==> src/rtl/serial_adder.sv <==
// Bit-serial adder: {cout,sum} = a + b + cin, computed one bit per clock,
// LSB first, with a single full-adder cell and a carry flop.
module serial_adder #(
  parameter int WIDTH = 8
) (
  input  logic             clk,
  input  logic             rst_n,
  input  logic             start,
  input  logic [WIDTH-1:0] a,
  input  logic [WIDTH-1:0] b,
  input  logic             cin,
  output logic             busy,
  output logic             done,
  output logic [WIDTH-1:0] sum,
  output logic             cout
);

  // Counter must reach WIDTH without wrapping.
  localparam int CW = $clog2(WIDTH + 1);
  localparam logic [CW-1:0] LAST_BIT = CW'(WIDTH - 1);

  typedef enum logic [1:0] {
    IDLE = 2'd0,
    RUN  = 2'd1,
    DONE = 2'd2
  } state_t;

  state_t           state_q, state_d;
  logic [WIDTH-1:0] a_q, a_d;
  logic [WIDTH-1:0] b_q, b_d;
  logic [WIDTH-1:0] res_q, res_d;
  logic             carry_q, carry_d;
  logic [CW-1:0]    cnt_q, cnt_d;
  logic [WIDTH-1:0] sum_q, sum_d;
  logic             cout_q, cout_d;

  // Full-adder bit cell working on the operand LSBs and the carry flop.
  logic             bit_s;
  logic             bit_c;
  logic [WIDTH-1:0] res_shift;

  assign bit_s = a_q[0] ^ b_q[0] ^ carry_q;
  assign bit_c = (a_q[0] & b_q[0]) | (a_q[0] & carry_q) | (b_q[0] & carry_q);

  // New sum bit enters at the MSB so after WIDTH shifts bit 0 sits at the LSB.
  generate
    if (WIDTH == 1) begin : g_res_one
      assign res_shift = bit_s;
    end else begin : g_res_wide
      assign res_shift = {bit_s, res_q[WIDTH-1:1]};
    end
  endgenerate

  // State register with asynchronous reset.
  always_ff @(posedge clk or negedge rst_n) begin
    if (!rst_n) begin
      state_q <= IDLE;
    end else begin
      state_q <= state_d;
    end
  end

  // Datapath registers; reset clears everything so an aborted run leaves zeros.
  always_ff @(posedge clk or negedge rst_n) begin
    if (!rst_n) begin
      a_q     <= '0;
      b_q     <= '0;
      res_q   <= '0;
      carry_q <= 1'b0;
      cnt_q   <= '0;
      sum_q   <= '0;
      cout_q  <= 1'b0;
    end else begin
      a_q     <= a_d;
      b_q     <= b_d;
      res_q   <= res_d;
      carry_q <= carry_d;
      cnt_q   <= cnt_d;
      sum_q   <= sum_d;
      cout_q  <= cout_d;
    end
  end

  // Next-state and datapath update; everything holds unless a state acts on it.
  always_comb begin
    state_d = state_q;
    a_d     = a_q;
    b_d     = b_q;
    res_d   = res_q;
    carry_d = carry_q;
    cnt_d   = cnt_q;
    sum_d   = sum_q;
    cout_d  = cout_q;

    unique case (state_q)
      IDLE: begin
        if (start) begin
          a_d     = a;
          b_d     = b;
          carry_d = cin;
          cnt_d   = '0;
          state_d = RUN;
        end
      end
      RUN: begin
        res_d   = res_shift;
        a_d     = a_q >> 1;
        b_d     = b_q >> 1;
        carry_d = bit_c;
        cnt_d   = cnt_q + CW'(1);
        // Final bit: publish the completed result on the same edge.
        if (cnt_q == LAST_BIT) begin
          sum_d   = res_shift;
          cout_d  = bit_c;
          state_d = DONE;
        end
      end
      DONE: begin
        state_d = IDLE;
      end
      default: begin
        state_d = IDLE;
      end
    endcase
  end

  assign busy = (state_q == RUN);
  assign done = (state_q == DONE);
  assign sum  = sum_q;
  assign cout = cout_q;

endmodule
==> config.mk <==
export PLATFORM = sky130hd
export DESIGN_NAME = serial_adder
export DESIGN_NICKNAME = d
export VERILOG_FILES = /design/src/rtl/serial_adder.sv
export SDC_FILE = /design/constraint.sdc
export NUM_CORES = 1
export LEC_CHECK = 0
export BUFFER_PORTS_ARGS = -buffer_cell sky130_fd_sc_hd__clkbuf_2
export CORE_ASPECT_RATIO = 2
export CORE_MARGIN = 4
export CORE_UTILIZATION = 30
export CTS_CLUSTER_SIZE = 20
export DETAILED_ROUTE_END_ITERATION = 6
export HOLD_SLACK_MARGIN = 0.1
export SLEW_MARGIN = 20
export SYNTH_ARGS = -nofsm -noshare
export SYNTH_HDL_FRONTEND = slang
export SYNTH_SLANG_ARGS = --single-unit
==> constraint.sdc <==
create_clock -name clk -period 1.49 [get_ports clk]
set_clock_uncertainty 0.1 [all_clocks]
set_input_delay 0.298 -clock clk [delete_from_list [all_inputs] [get_ports clk]]
set_output_delay 0.298 -clock clk [all_outputs]
set_load 0.02 [all_outputs]
Word-level counts from Yosys, hierarchy flattened
Cells that the tools add are included.
{"block": "totals", "word_cells": 37, "regBits": 40, "inputBits": 20}
{"block": "op_classes", "n_eq_ne": 5, "reduce_logical": 5, "n_addsub": 1, "bitwise_logic": 7, "mux": 11}
{"cell": "one-hot mux 8 bit (2 select lines)", "count": 2}
{"cell": "two-way mux 8 bit", "count": 2}
{"cell": "one-hot mux 4 bit (2 select lines)", "count": 1}
{"cell": "AND reduction 2 bit", "count": 3}
{"cell": "adder 4 x 1 -> 4 bit, second input constant", "count": 1}
{"cell": "== test 4 x 3 -> 1 bit, second input constant", "count": 1}
{"cell": "two-way mux 2 bit", "count": 2}
{"cell": "two-way mux 4 bit", "count": 1}
{"cell": "one-hot mux 2 bit (2 select lines)", "count": 1}
{"cell": "bitwise AND 1 bit", "count": 3}
{"cell": "== test 2 x 1 -> 1 bit, second input constant", "count": 1}
{"cell": "== test 2 bit, second input constant", "count": 1}
{"cell": "zero test 2 bit", "count": 1}
{"cell": "inequality test 2 x 1 -> 1 bit, second input constant", "count": 1}
{"cell": "inequality test 2 bit, second input constant", "count": 1}
{"cell": "bitwise OR 1 bit", "count": 2}
{"cell": "one-hot mux 1 bit (2 select lines)", "count": 1}
{"cell": "nonzero test 2 bit", "count": 1}
{"cell": "bitwise XOR 1 bit", "count": 2}
{"cell": "two-way mux 1 bit", "count": 1}

Longest topological paths before layout
Gate-level depths: netlist of run 1.
{"block": "logic_depth", "depth_word": 4, "ltp_mapped": 6, "mapped_depth_nobuf": 4}

Least setup slack after synthesis of run 1
No wires, ideal clock.
{"block": "synth_timing", "kind": "register to register", "startpoint": "reg cnt_q[0]", "endpoint": "reg cout_q, in the netlist cout", "path_stages_with_launch": 5, "setup_ps": 125, "t_arrival_ps": 1294, "required_ps": 1265, "slack_ps": -28, "path_buffers": 0, "path_cell_list": "dfrtp_1 -> ha_1 -> nand2_1 -> nor3_4 -> mux2_2"}
{"block": "synth_between", "elab_chain_len": 2}
{"element": "from (decl)", "line_no": "33", "rtl": "logic [CW-1:0] cnt_q, cnt_d;"}
{"element": "from (signal assigned)", "line_no": "78", "rtl": "cnt_q <= cnt_d;"}
{"element": "== test 4 x 3 -> 1 bit", "line_no": "112", "rtl": "if (cnt_q == LAST_BIT) begin"}
{"element": "AND reduction 2 bit (no line)"}
{"element": "to (signal assigned)", "line_no": "80", "rtl": "cout_q <= cout_d;"}
{"element": "to (decl)", "line_no": "35", "rtl": "logic cout_q, cout_d;"}
No other way between the ends.
A chain may end at the register's enable or synchronous reset.

Worst setup path in the final report of run 1
{"block": "layout_timing", "startpoint": "reg state_q[0]", "endpoint": "out done"}
{"block": "layout_between", "elab_chain_len": 1}
{"element": "from (decl)", "line_no": "28", "rtl": "state_t state_q, state_d;"}
{"element": "from (signal assigned)", "line_no": "59", "rtl": "state_q <= state_d;"}
{"element": "== test 2 bit", "line_no": "128", "rtl": "assign done = (state_q == DONE);"}
{"element": "to (decl)", "line_no": "13", "rtl": "output logic done,"}
No other way between the ends.

==> out/results.tsv, run 1 <==
stage	metric	value	unit
clocking	Reg clk slew, reported paths	0.08	ns
clocking	Root Driver	clkbuf_8	
detailed_routing	total wire length	4.02	mm
critical_path	Worst Setup EP	done	
global_routing	initial antenna violation count	0	
power	Leak	1.14	nW
placement	gp weighted congestion	0.726	
sta	Max Slew Vio Count	0	
clocking	clk_lat worst skew	0.29	ns
global_routing	pin count of the biggest net entering global routing	21	
critical_path	CP Capture Type	output port	
critical_path	worst reg2reg path endpoint	sum[4]$_DFFE_PN0P_	
sta	setup ws final	-0.0738	ns
detailed_routing	antenna viol nets, final	0	
floorplanning	row count	38	
placement	HPWL after DPL	2.84	mm
sta	Worst Tran Pin Value	0.465	ns
power	Peak VDD IR	1130	µV
critical_path	CP Cell Sequence	buf_6 > buf_12 > nor2b_4 > buf_6	
floorplanning	initial cell density of the core	31.0	%
floorplanning	Die ar.	0.00693	mm²
sta	Final period util	105	%
finish	post-route cell area	0.00238	mm²
finish	register area	976	µm²
placement	placed cell areas	0.00206	mm²
finish	Area Growth Syn to Fin	41.8	%
finish	layout cell share with drive strength beyond 1	39.4	%
critical_path	crit path max fanout	3	
logic_synthesis	Synth Cell Area	0.00168	mm²
placement	DP Cell Count	261	
critical_path	FF-to-FF Start	cnt_q[0]$_DFFE_PN0P_	
finish	Multi-input gate area	753	µm²
critical_path	CP Launch Point	state_q[0]$_DFFE_PN0P_	
flow_run	Max-cap violations	0	
logic_synthesis	cells after synthesis	159	
critical_path	worst reg2reg setup slack	-0.02	ns
power	PD cells	2060	mW/mm²
detailed_routing	DR pass1 iterations	4	
detailed_routing	Residual DRC	0	
detailed_routing	initial DRC count	30	
critical_path	CP bufs+invs	3	
clocking	CTS tree	built	
outcome	violated checks	setup timing	
clocking	Max Root-Sink Buffers	2	
critical_path	slowest stage cell on the critical path	dfrtp_1	
sta	Period minus WS final	1.56	ns
logic_synthesis	sequential-to-total area share from yosys stat	58.2	%
finish	Fill cells	551	
logic_synthesis	syn_nets	181	
global_routing	vias in the first global route	1440	
clocking	H-tree Lvls	2	
critical_path	WP depth	4	
logic_synthesis	FF+latch count, synth	39	
global_routing	first-pass GRT wire length	6.79	mm
finish	antenna cells	0	
logic_synthesis	synth warn	0	
sta	Fmax	639	MHz
detailed_routing	DR vias	1375	
logic_synthesis	synth unique cells	23	
floorplanning	die height	114	µm
critical_path	startpoint types	flop	
critical_path	CP peak stage delay	0.41	ns
sta	setup TNS	-0.226	ns
critical_path	CP Data Required Time	1.09	ns
finish	fin cells	276	
finish	post-layout net count	237	
logic_synthesis	syn_area_per_cell	10.6	µm²
floorplanning	core area	0.00542	mm²
floorplanning	Ports	31	
placement	Post-Place Worst Slack	-0.0603	ns
sta	RSZ-0062 raised after global routing	yes	
sta	Max-slew headroom	69.0	%
outcome	outcome	complete, but fails checks	
floorplanning	Die X	60.9	µm
critical_path	crit-path most repeated cell	buf_6	
placement	Port Buffers	30	
critical_path	CP Class	flop to output port	
sta	final setup fails	11	
detailed_routing	routed len/inst	14.6	µm
sta	Final Hold Vio Count	0	
critical_path	worst path arrival time	1.17	ns
clocking	CTS buffer count	5	
critical_path	R2R cell count	5	
global_routing	GRT overflow	0	
worst_hold_path	Hold Path Class	primary input to flop	
critical_path	Top delay family on crit path	flip-flops	
global_routing	Global Route Usage Sum	12.9	%
clocking	clk sinks	39	
detailed_routing	vias per cell	4.98	
[synthesized netlist by cell type (all sizes together)]
cell type | n | area share [%]
nor3b | 1 | 0.45
clkbuf | 5 | 1.1
nand2 | 36 | 8.1
a31oi | 1 | 0.37
nor2b | 9 | 3.4
nand2b | 1 | 0.37
a32o | 1 | 0.60
mux2 | 9 | 6.0
nor3 | 1 | 0.97
o21bai | 1 | 0.45
dfrtp | 39 | 58
fa | 1 | 1.2
inv | 3 | 0.67
o311ai | 1 | 0.52
a21oi | 8 | 2.4
o21ai | 18 | 5.4
a22oi | 14 | 6.3
nand3 | 2 | 0.60
nor2 | 1 | 0.22
and2 | 1 | 0.37
buf | 4 | 1.2
ha | 1 | 0.75
a22o | 1 | 0.52
[final cells by class]
| class | count | area share (%) |
|---|---|---|
| clock buffer | 6 | 3.05 |
| clock inverter | 2 | 0.526 |
| inverter | 3 | 0.579 |
| multi-input combinational | 108 | 31.7 |
| sequential | 39 | 41.0 |
| tap | 60 | 3.16 |
| timing repair buffer | 58 | 20.0 |
[through the flow]
step	hold WS, ns	utilization [%]	power [mW]
3_3_place_gp	0.164	38.0	3.61
5_1_grt	0.156	43.9	5.27
4_1_cts	0.149	42.3	4.74
3_5_place_dp	0.169	38.0	3.65
2_1_floorplan	-0.0976	-	2.83
6_report	0.162	43.9	4.89
[flip-flops by register name, indices dropped and copies added (netlist names)]
register and flops:
a_q 8, b_q 8, sum 8, res_q 7, cnt_q 4, state_q 2
carry_q 1, cout 1
[where the power goes]
group          internal [mW]  switching, mW  leakage (nW)  total, mW
Sequential              1.50          0.306         0.506       1.80
Combinational           1.28           1.12         0.594       2.40
Clock                  0.327          0.364        0.0412      0.691
[worst register-to-register path, cell delays in order, from the launching register on]
cell and delay, ns:
dfrtp_1 0.41, ha_4 0.17, nand2_4 0.06, nor3_4 0.17, buf_12 0.17, mux2_4 0.30
[repair_timing]
| action | CTS | global route |
|---|---|---|
| endpoints found under the hold margin | 15 | 0 |
| hold buffers | 1 | 0 |
| endpoints found under the setup margin | 20 | 30 |
| buffers inserted | 4 | 0 |
| gates cloned | 1 | 1 |
| resized for setup | 20 | 26 |
| pin swaps | 0 | 1 |
[placed cells by master (no fill, tap or decap), types with 2 or more instances in the layout]
master     n
inv_1      2
nand3_1    2
buf_4     15
nand2_1   34
mux2_4     9
buf_8      2
nor2b_1    7
dfrtp_1   39
a22oi_1   13
clkbuf_8   5
clkbuf_2  28
o21ai_0   13
buf_12     3
a21oi_1    8
buf_6      8
o21ai_1    4
[per-layer routing]
layer,GRT usage [%],wire length (µm)
met4,3.91,51
met2,22.4,2300
met5,0,0
met3,3.28,159
met1,15.1,1510
[cells by family (layout without fill, tap and decap cells)]
| group | after synthesis | after routing | share of synthesized area [%] |
|---|---|---|---|
| AND/OR/NAND/NOR | 52 | 52 | 14.4 |
| AO/OA/AOI/OAI | 45 | 45 | 16.5 |
| flip-flops | 39 | 39 | 58.2 |
| buffers and inverters | 12 | 69 | 2.98 |
| multiplexers | 9 | 9 | 6.04 |
| adder cells (fa/ha/maj) | 2 | 2 | 1.94 |
[worst min path at each step]
stage                                    end  depth (start not counted)  slack [ns]   from
after floorplan           a_q[0]$_DFFE_PN0P_                          0        -0.1  rst_n
after global placement    a_q[7]$_DFFE_PN0P_                          1        0.16  rst_n
after detailed placement  a_q[7]$_DFFE_PN0P_                          1        0.17  rst_n
after CTS                 b_q[7]$_DFFE_PN0P_                          2        0.15   b[7]
after global routing      b_q[7]$_DFFE_PN0P_                          2        0.16   b[7]
final                     b_q[7]$_DFFE_PN0P_                          2        0.16   b[7]
Note: power is estimated with default switching activity, not from simulation.
==> inputs of run 2 (changes only) <==
--- a/config.mk
+++ b/config.mk
@@ -12,6 +12,7 @@
 export CTS_CLUSTER_SIZE = 20
 export DETAILED_ROUTE_END_ITERATION = 6
 export HOLD_SLACK_MARGIN = 0.1
+export PLACE_DENSITY = 0.5
 export SLEW_MARGIN = 20
 export SYNTH_ARGS = -nofsm -noshare
 export SYNTH_HDL_FRONTEND = slang
==> run 2 against run 1 <==
  * The run still ends with setup timing left
  * Clock power is 2% lower
  * Clock-buffer cell count increased by 1
  * Maximum frequency shrank 0.55%
  * Final cell count grew 1.4%
  * Critical endpoint unchanged
  * Design area shrank 0.74%
  * Combinational power fell by 5%
==> out/results.tsv, run 2 (synthesis gave the netlist of run 1 again) <==
stage	metric	value	unit	change
clocking	Max Root-Sink Buffers	2		unchanged
power	PD cells	2010	mW/mm²	-2.2%
floorplanning	row count	38		unchanged
critical_path	CP Data Required Time	1.09	ns	about the same
sta	Fmax	636	MHz	-0.55%
sta	Max-slew headroom	83.3	%	+14 points
placement	DP Cell Count	257		-1.5%
global_routing	vias in the first global route	1458		+1.3%
clocking	H-tree Lvls	2		unchanged
floorplanning	Die ar.	0.00693	mm²	unchanged
global_routing	GRT overflow	0		unchanged
clocking	CTS tree	built		
critical_path	crit path max fanout	4		+1
sta	Worst Tran Pin Value	0.247	ns	-0.218 ns
sta	Period minus WS final	1.57	ns	+0.00870 ns
detailed_routing	antenna viol nets, final	0		unchanged
finish	most common cell after layout, fill and taps aside	dfrtp_1		
placement	HPWL after DPL	2.73	mm	-3.9%
clocking	Reg clk slew, reported paths	0.07	ns	about the same
detailed_routing	total wire length	4.04	mm	+0.45%
power	Logic pwr share	47.9	%	-1.1 points
flow_run	Max-cap violations	0		unchanged
floorplanning	initial cell density of the core	31.0	%	unchanged
global_routing	initial antenna violation count	0		unchanged
worst_hold_path	Hold Path Class	primary input to flop		
placement	gp weighted congestion	0.698		-3.8%
global_routing	first-pass GRT wire length	6.58	mm	-3.2%
power	Peak VDD IR	1150	µV	+1.8%
sta	Final period util	106	%	+0.58 points
critical_path	startpoint types	flop		
finish	post-route cell area	0.00236	mm²	-0.74%
critical_path	CP Cell Sequence	buf_6 > buf_8 > nor2b_1 > buf_4		
sta	RSZ-0062 raised after global routing	yes		
outcome	outcome	complete, but fails checks		
clocking	Root Driver	clkbuf_8		
clocking	clk_lat worst skew	0.29	ns	about the same
sta	setup ws final	-0.0825	ns	-0.00870 ns
power	Sw Share	36.5	%	-0.091 points
clocking	CTS buffer count	5		unchanged
detailed_routing	Residual DRC	0		unchanged
floorplanning	Die X	60.9	µm	unchanged
global_routing	Global Route Usage Sum	12.6	%	-0.33 points
finish	antenna cells	0		unchanged
floorplanning	die height	114	µm	unchanged
placement	placed cell areas	0.00202	mm²	-2.1%
detailed_routing	vias per cell	4.94		-0.86%
power	clock share of power	14.3	%	+0.2 points
finish	fin cells	280		+1.4%
floorplanning	core area	0.00542	mm²	unchanged
finish	Area Growth Syn to Fin	40.7	%	
critical_path	CP bufs+invs	3		unchanged
sta	Final Hold Vio Count	0		unchanged
placement	Port Buffers	30		unchanged
outcome	violated checks	setup timing		
power	Leak	1.14	nW	-0.33%
detailed_routing	DR vias	1383		+0.58%
finish	post-layout net count	241		+1.7%
critical_path	Top delay family on crit path	flip-flops		
critical_path	slowest stage cell on the critical path	dfrtp_1		
critical_path	worst path arrival time	1.17	ns	about the same
power	Sequential Power Share	37.8	%	+0.9 points
power	P_int	3.02	mW	-2.7%
sta	setup TNS	-0.767	ns	-0.541 ns
global_routing	pin count of the biggest net entering global routing	40		+90%
finish	layout cell share with drive strength beyond 1	37.7	%	-1.6 points
sta	final setup fails	11		unchanged
power	Switch Pwr	1.73	mW	-3.1%
critical_path	CP Class	flop to output port		
finish	commonest cells after routing, fill and taps aside	dfrtp_1, nand2_1, clkbuf_2		
critical_path	CP Capture Type	output port		
critical_path	CP peak stage delay	0.39	ns	-0.02 ns
sta	Max Slew Vio Count	0		unchanged
detailed_routing	DR pass1 iterations	4		unchanged
detailed_routing	initial DRC count	25		-17%
sta	Hold Slack	0.172	ns	+0.0102 ns
floorplanning	Ports	31		unchanged
clocking	clk sinks	39		unchanged
detailed_routing	routed len/inst	14.4	µm	-0.99%
power	total chip power	4.75	mW	-2.9%
[run 2: cell types whose count changed in the layout (fill, tap and decap cells not counted), moves of 2 or more]
cell	delta
buf_4	+8
buf_6	-6
o21ai_0	+3
o21ai_1	-2
[run 2: per-stage QoR]
step,setup slack [ns],util [%]
5_1_grt,-0.118,43.6
3_3_place_gp,-0.0410,37.2
2_1_floorplan,-0.0283,-
4_1_cts,-0.0922,41.9
6_report,-0.0825,43.6
3_5_place_dp,-0.0905,37.2
[run 2: worst paths after layout]
check / start / to / slack [ns] / cells after the start
hold / removal: b[7] / b_q[7]$_DFFE_PN0P_ / 0.17 / 2
hold reg to reg: res_q[1]$_DFFE_PN0P_ / res_q[1]$_DFFE_PN0P_ / 0.39 / 2
setup / recovery: state_q[0]$_DFFE_PN0P_ / done / -0.08 / 4
min in group asynchronous: rst_n / res_q[6]$_DFFE_PN0P_ / 0.42 / 3
max in group asynchronous: rst_n / a_q[7]$_DFFE_PN0P_ / 0.67 / 3
setup reg to reg: state_q[1]$_DFFE_PN0P_ / sum[2]$_DFFE_PN0P_ / -0.08 / 5
[run 2: final cells by class]
class	count	area, µm²
Clock buffer	7	76.3
Clock inverter	1	5.00
Fill cell	548	3060
Inverter	3	13.8
Multi-Input combinational cell	108	711
Sequential cell	39	977
Tap cell	60	75.1
Timing Repair Buffer	62	503
[run 2: worst register-to-register path: cells and delay by family, from the launching register on]
family                 cells  cell delay [ns]
multiplexers               1             0.29
flip-flops                 1             0.44
AND/OR/NAND/NOR            2             0.36
buffers and inverters      2             0.25
[run 2: power groups by stage]
stage | clock network [mW] | registers [mW] | logic [mW]
after global placement | 0 | 1.78 | 1.71
after global routing | 0.756 | 1.85 | 2.51
final | 0.678 | 1.80 | 2.27
after detailed placement | 0 | 1.80 | 1.76
after CTS | 0.695 | 1.79 | 2.14
after floorplan | 0 | 1.87 | 0.961
[run 2: layer usage]
layer / global-route usage [%] / wire length [µm] / vias up / share of wire [%]
met1: 14.2 / 1610 / 683 / 40
met5: 0 / 0 / - / 0
li1: - / - / 666 / -
met3: 3.96 / 193 / 5 / 4.8
met2: 21.8 / 2180 / 29 / 54
met4: 3.91 / 52 / 0 / 1.3
[run 2: repair_timing]
item                                    in CTS  in global routing
cloned                                       1                  1
hold buffers                                 1                  0
pin swaps                                    0                  0
endpoints found under the hold margin       39                  0
endpoints found under the setup margin      21                 22
buffers inserted                             8                  4
gates resized for setup                     19                 14
==> inputs of run 3 (changes only) <==
--- a/config.mk
+++ b/config.mk
@@ -5,6 +5,7 @@
 export SDC_FILE = /design/constraint.sdc
 export NUM_CORES = 1
 export LEC_CHECK = 0
+export ABC_CLOCK_PERIOD_IN_PS = 1490
 export BUFFER_PORTS_ARGS = -buffer_cell sky130_fd_sc_hd__clkbuf_2
 export CORE_ASPECT_RATIO = 2
 export CORE_MARGIN = 4
@@ -13,6 +14,7 @@
 export DETAILED_ROUTE_END_ITERATION = 6
 export HOLD_SLACK_MARGIN = 0.1
 export PLACE_DENSITY = 0.5
+export REMOVE_ABC_BUFFERS = 1
 export SLEW_MARGIN = 20
 export SYNTH_ARGS = -nofsm -noshare
 export SYNTH_HDL_FRONTEND = slang
==> run 3 against run 2 <==
  * The run still ends with setup timing left
  * Flip-flop and latch count is the same
  * Clock-buffer cell count shrank 1
  * Via count shrank 2.8%
  * Hold slack gained 0.0040 ns
==> out/results.tsv, run 3 (synthesis gave the netlist of run 1 again) <==
stage	metric	value	unit	change
clocking	Reg clk slew, reported paths	0.08	ns	about the same
clocking	Root Driver	clkbuf_8		
floorplanning	row count	38		unchanged
placement	gp weighted congestion	0.685		-1.9%
sta	setup TNS	-0.124	ns	+0.643 ns
floorplanning	Ports	31		unchanged
finish	antenna cells	0		unchanged
clocking	CTS buffer count	5		unchanged
clocking	clk sinks	39		unchanged
worst_hold_path	worst-case hold path end point	b_q[7]$_DFFE_PN0P_		
power	Switch Pwr	1.80	mW	+3.9%
floorplanning	Die ar.	0.00693	mm²	unchanged
worst_hold_path	WHS Path Cells	2		unchanged
detailed_routing	total wire length	4.12	mm	+2.1%
clocking	H-tree Lvls	2		unchanged
global_routing	first-pass GRT wire length	6.70	mm	+1.9%
sta	Period minus WS final	1.55	ns	-0.0193 ns
floorplanning	Die X	60.9	µm	unchanged
worst_hold_path	Hold Path Class	primary input to flop		
flow_run	Max-cap violations	0		unchanged
outcome	outcome	complete, but fails checks		
power	Leak	1.12	nW	-1.4%
critical_path	R2R cell count	5		unchanged
critical_path	slowest stage cell on the critical path	dfrtp_1		
outcome	violated checks	setup timing		
detailed_routing	DR pass1 iterations	4		unchanged
sta	setup ws final	-0.0632	ns	+0.0193 ns
detailed_routing	routed len/inst	15.2	µm	+5.5%
finish	post-layout net count	233		-3.3%
finish	commonest cells after routing, fill and taps aside	dfrtp_1, nand2_1, clkbuf_2		
critical_path	CP Capture Type	output port		
global_routing	pin count of the biggest net entering global routing	40		unchanged
critical_path	FF-to-FF Start	cnt_q[0]$_DFFE_PN0P_		
power	Sequential Power Share	36.8	%	-1.0 points
critical_path	CP peak stage delay	0.41	ns	+0.02 ns
placement	Port Buffers	30		unchanged
critical_path	CP Launch Point	state_q[0]$_DFFE_PN0P_		
sta	Fmax	644	MHz	+1.2%
finish	most common cell after layout, fill and taps aside	dfrtp_1		
global_routing	initial antenna violation count	0		unchanged
sta	Hold Slack	0.176	ns	+0.00396 ns
power	Logic pwr share	46.3	%	-1.6 points
detailed_routing	antenna viol nets, final	0		unchanged
global_routing	GRT overflow	0		unchanged
global_routing	Global Route Usage Sum	12.9	%	+0.32 points
sta	RSZ-0062 raised after global routing	yes		
finish	fin cells	271		-3.2%
sta	Final period util	104	%	-1.3 points
sta	Max-slew headroom	79.7	%	-3.6 points
finish	layout cell share with drive strength beyond 1	38.4	%	+0.66 points
placement	HPWL after DPL	2.71	mm	-0.72%
critical_path	CP Cell Sequence	buf_6 > nand2b_4 > buf_8 > inv_4 > buf_8		
power	P_int	3.15	mW	+4.5%
critical_path	worst reg2reg path endpoint	cout$_DFFE_PN0P_		
critical_path	crit path max fanout	2		-2
detailed_routing	vias per cell	4.96		+0.41%
sta	Worst Tran Pin Value	0.305	ns	+0.0585 ns
critical_path	worst reg2reg setup slack	0.01	ns	+0.09 ns
clocking	CTS tree	built		
detailed_routing	initial DRC count	41		+64%
critical_path	CP Data Required Time	1.09	ns	about the same
power	clock share of power	16.9	%	+2.6 points
clocking	clk_lat worst skew	0.29	ns	about the same
sta	final setup fails	2		-9
critical_path	CP Class	flop to output port		
finish	Area Growth Syn to Fin	40.1	%	
placement	DP Cell Count	254		-1.2%
sta	Max Slew Vio Count	0		unchanged
floorplanning	die height	114	µm	unchanged
power	Sw Share	36.4	%	-0.15 points
clocking	Max Root-Sink Buffers	2		unchanged
global_routing	vias in the first global route	1442		-1.1%
critical_path	crit-path most repeated cell	buf_8		
critical_path	startpoint types	flop		
power	PD cells	2110	mW/mm²	+4.7%
detailed_routing	DR vias	1344		-2.8%
critical_path	worst path arrival time	1.16	ns	about the same
floorplanning	initial cell density of the core	31.0	%	unchanged
sta	Final Hold Vio Count	0		unchanged
floorplanning	core area	0.00542	mm²	unchanged
detailed_routing	Residual DRC	0		unchanged
power	Peak VDD IR	1180	µV	+2.7%
worst_hold_path	hold path startpoint	b[7]		
## run 3: timing repair
| item | CTS | global route |
|---|---|---|
| gates resized for setup | 28 | 24 |
| hold buffers | 1 | 0 |
| endpoints found under the setup margin | 21 | 27 |
| endpoints found under the hold margin | 39 | 0 |
| cloned | 1 | 0 |
| buffers inserted | 6 | 2 |
| pin swaps | 1 | 2 |
## run 3: final cells by class
| cell class | count | area (µm²) |
|---|---|---|
| repair buffers | 54 | 419 |
| clock inverters | 1 | 30.0 |
| multi-input cells | 108 | 764 |
| inverters | 3 | 13.8 |
| clock buffers | 6 | 72.6 |
| fillers | 536 | 3070 |
| flip-flops and latches | 39 | 976 |
| well taps | 60 | 75.1 |
## run 3: critical path, delay by kind of cell (launching register included)
kind          cells  cell delay (ns)
buf+inv           4             0.38
flops             1             0.41
simple gates      1             0.08
## run 3: how the worst max path moves through the flow
stage	to	slack [ns]	cells past startpoint
after global placement	cout$_DFFE_PN0P_	-0.01	5
after detailed placement	sum[1]$_DFFE_PN0P_	-0.04	5
after floorplan	cout$_DFFE_PN0P_	-0.42	3
after CTS	done	-0.11	4
after global routing	busy	-0.11	5
final	busy	-0.06	5
## run 3: power by group through the flow
stage,clock network (mW),logic [mW],registers [mW]
floorplan,0,0.841,1.93
CTS,0.874,2.11,1.80
finish,0.836,2.29,1.82
detailed placement,0,1.69,1.81
global route,0.905,2.54,1.88
global placement,0,1.64,1.78
## run 3: layer usage
metal	vias up	wire length (µm)	GRT usage, %
met5	-	0	0
met4	0	59	3.91
met3	6	216	3.28
met2	39	2220	21.9
met1	647	1620	15.5
li1	652	-	-
## run 3: per-stage QoR
step | total power [mW] | worst slack (ns) | area (µm²) | utilization [%]
6_report | 4.95 | -0.0632 | 2350 | 43.4
5_1_grt | 5.33 | -0.114 | 2350 | 43.4
4_1_cts | 4.78 | -0.110 | 2260 | 41.6
3_5_place_dp | 3.50 | -0.0368 | 1990 | 36.8
3_3_place_gp | 3.42 | -0.0106 | 1990 | 36.8
2_1_floorplan | 2.77 | -0.421 | 1640 | -
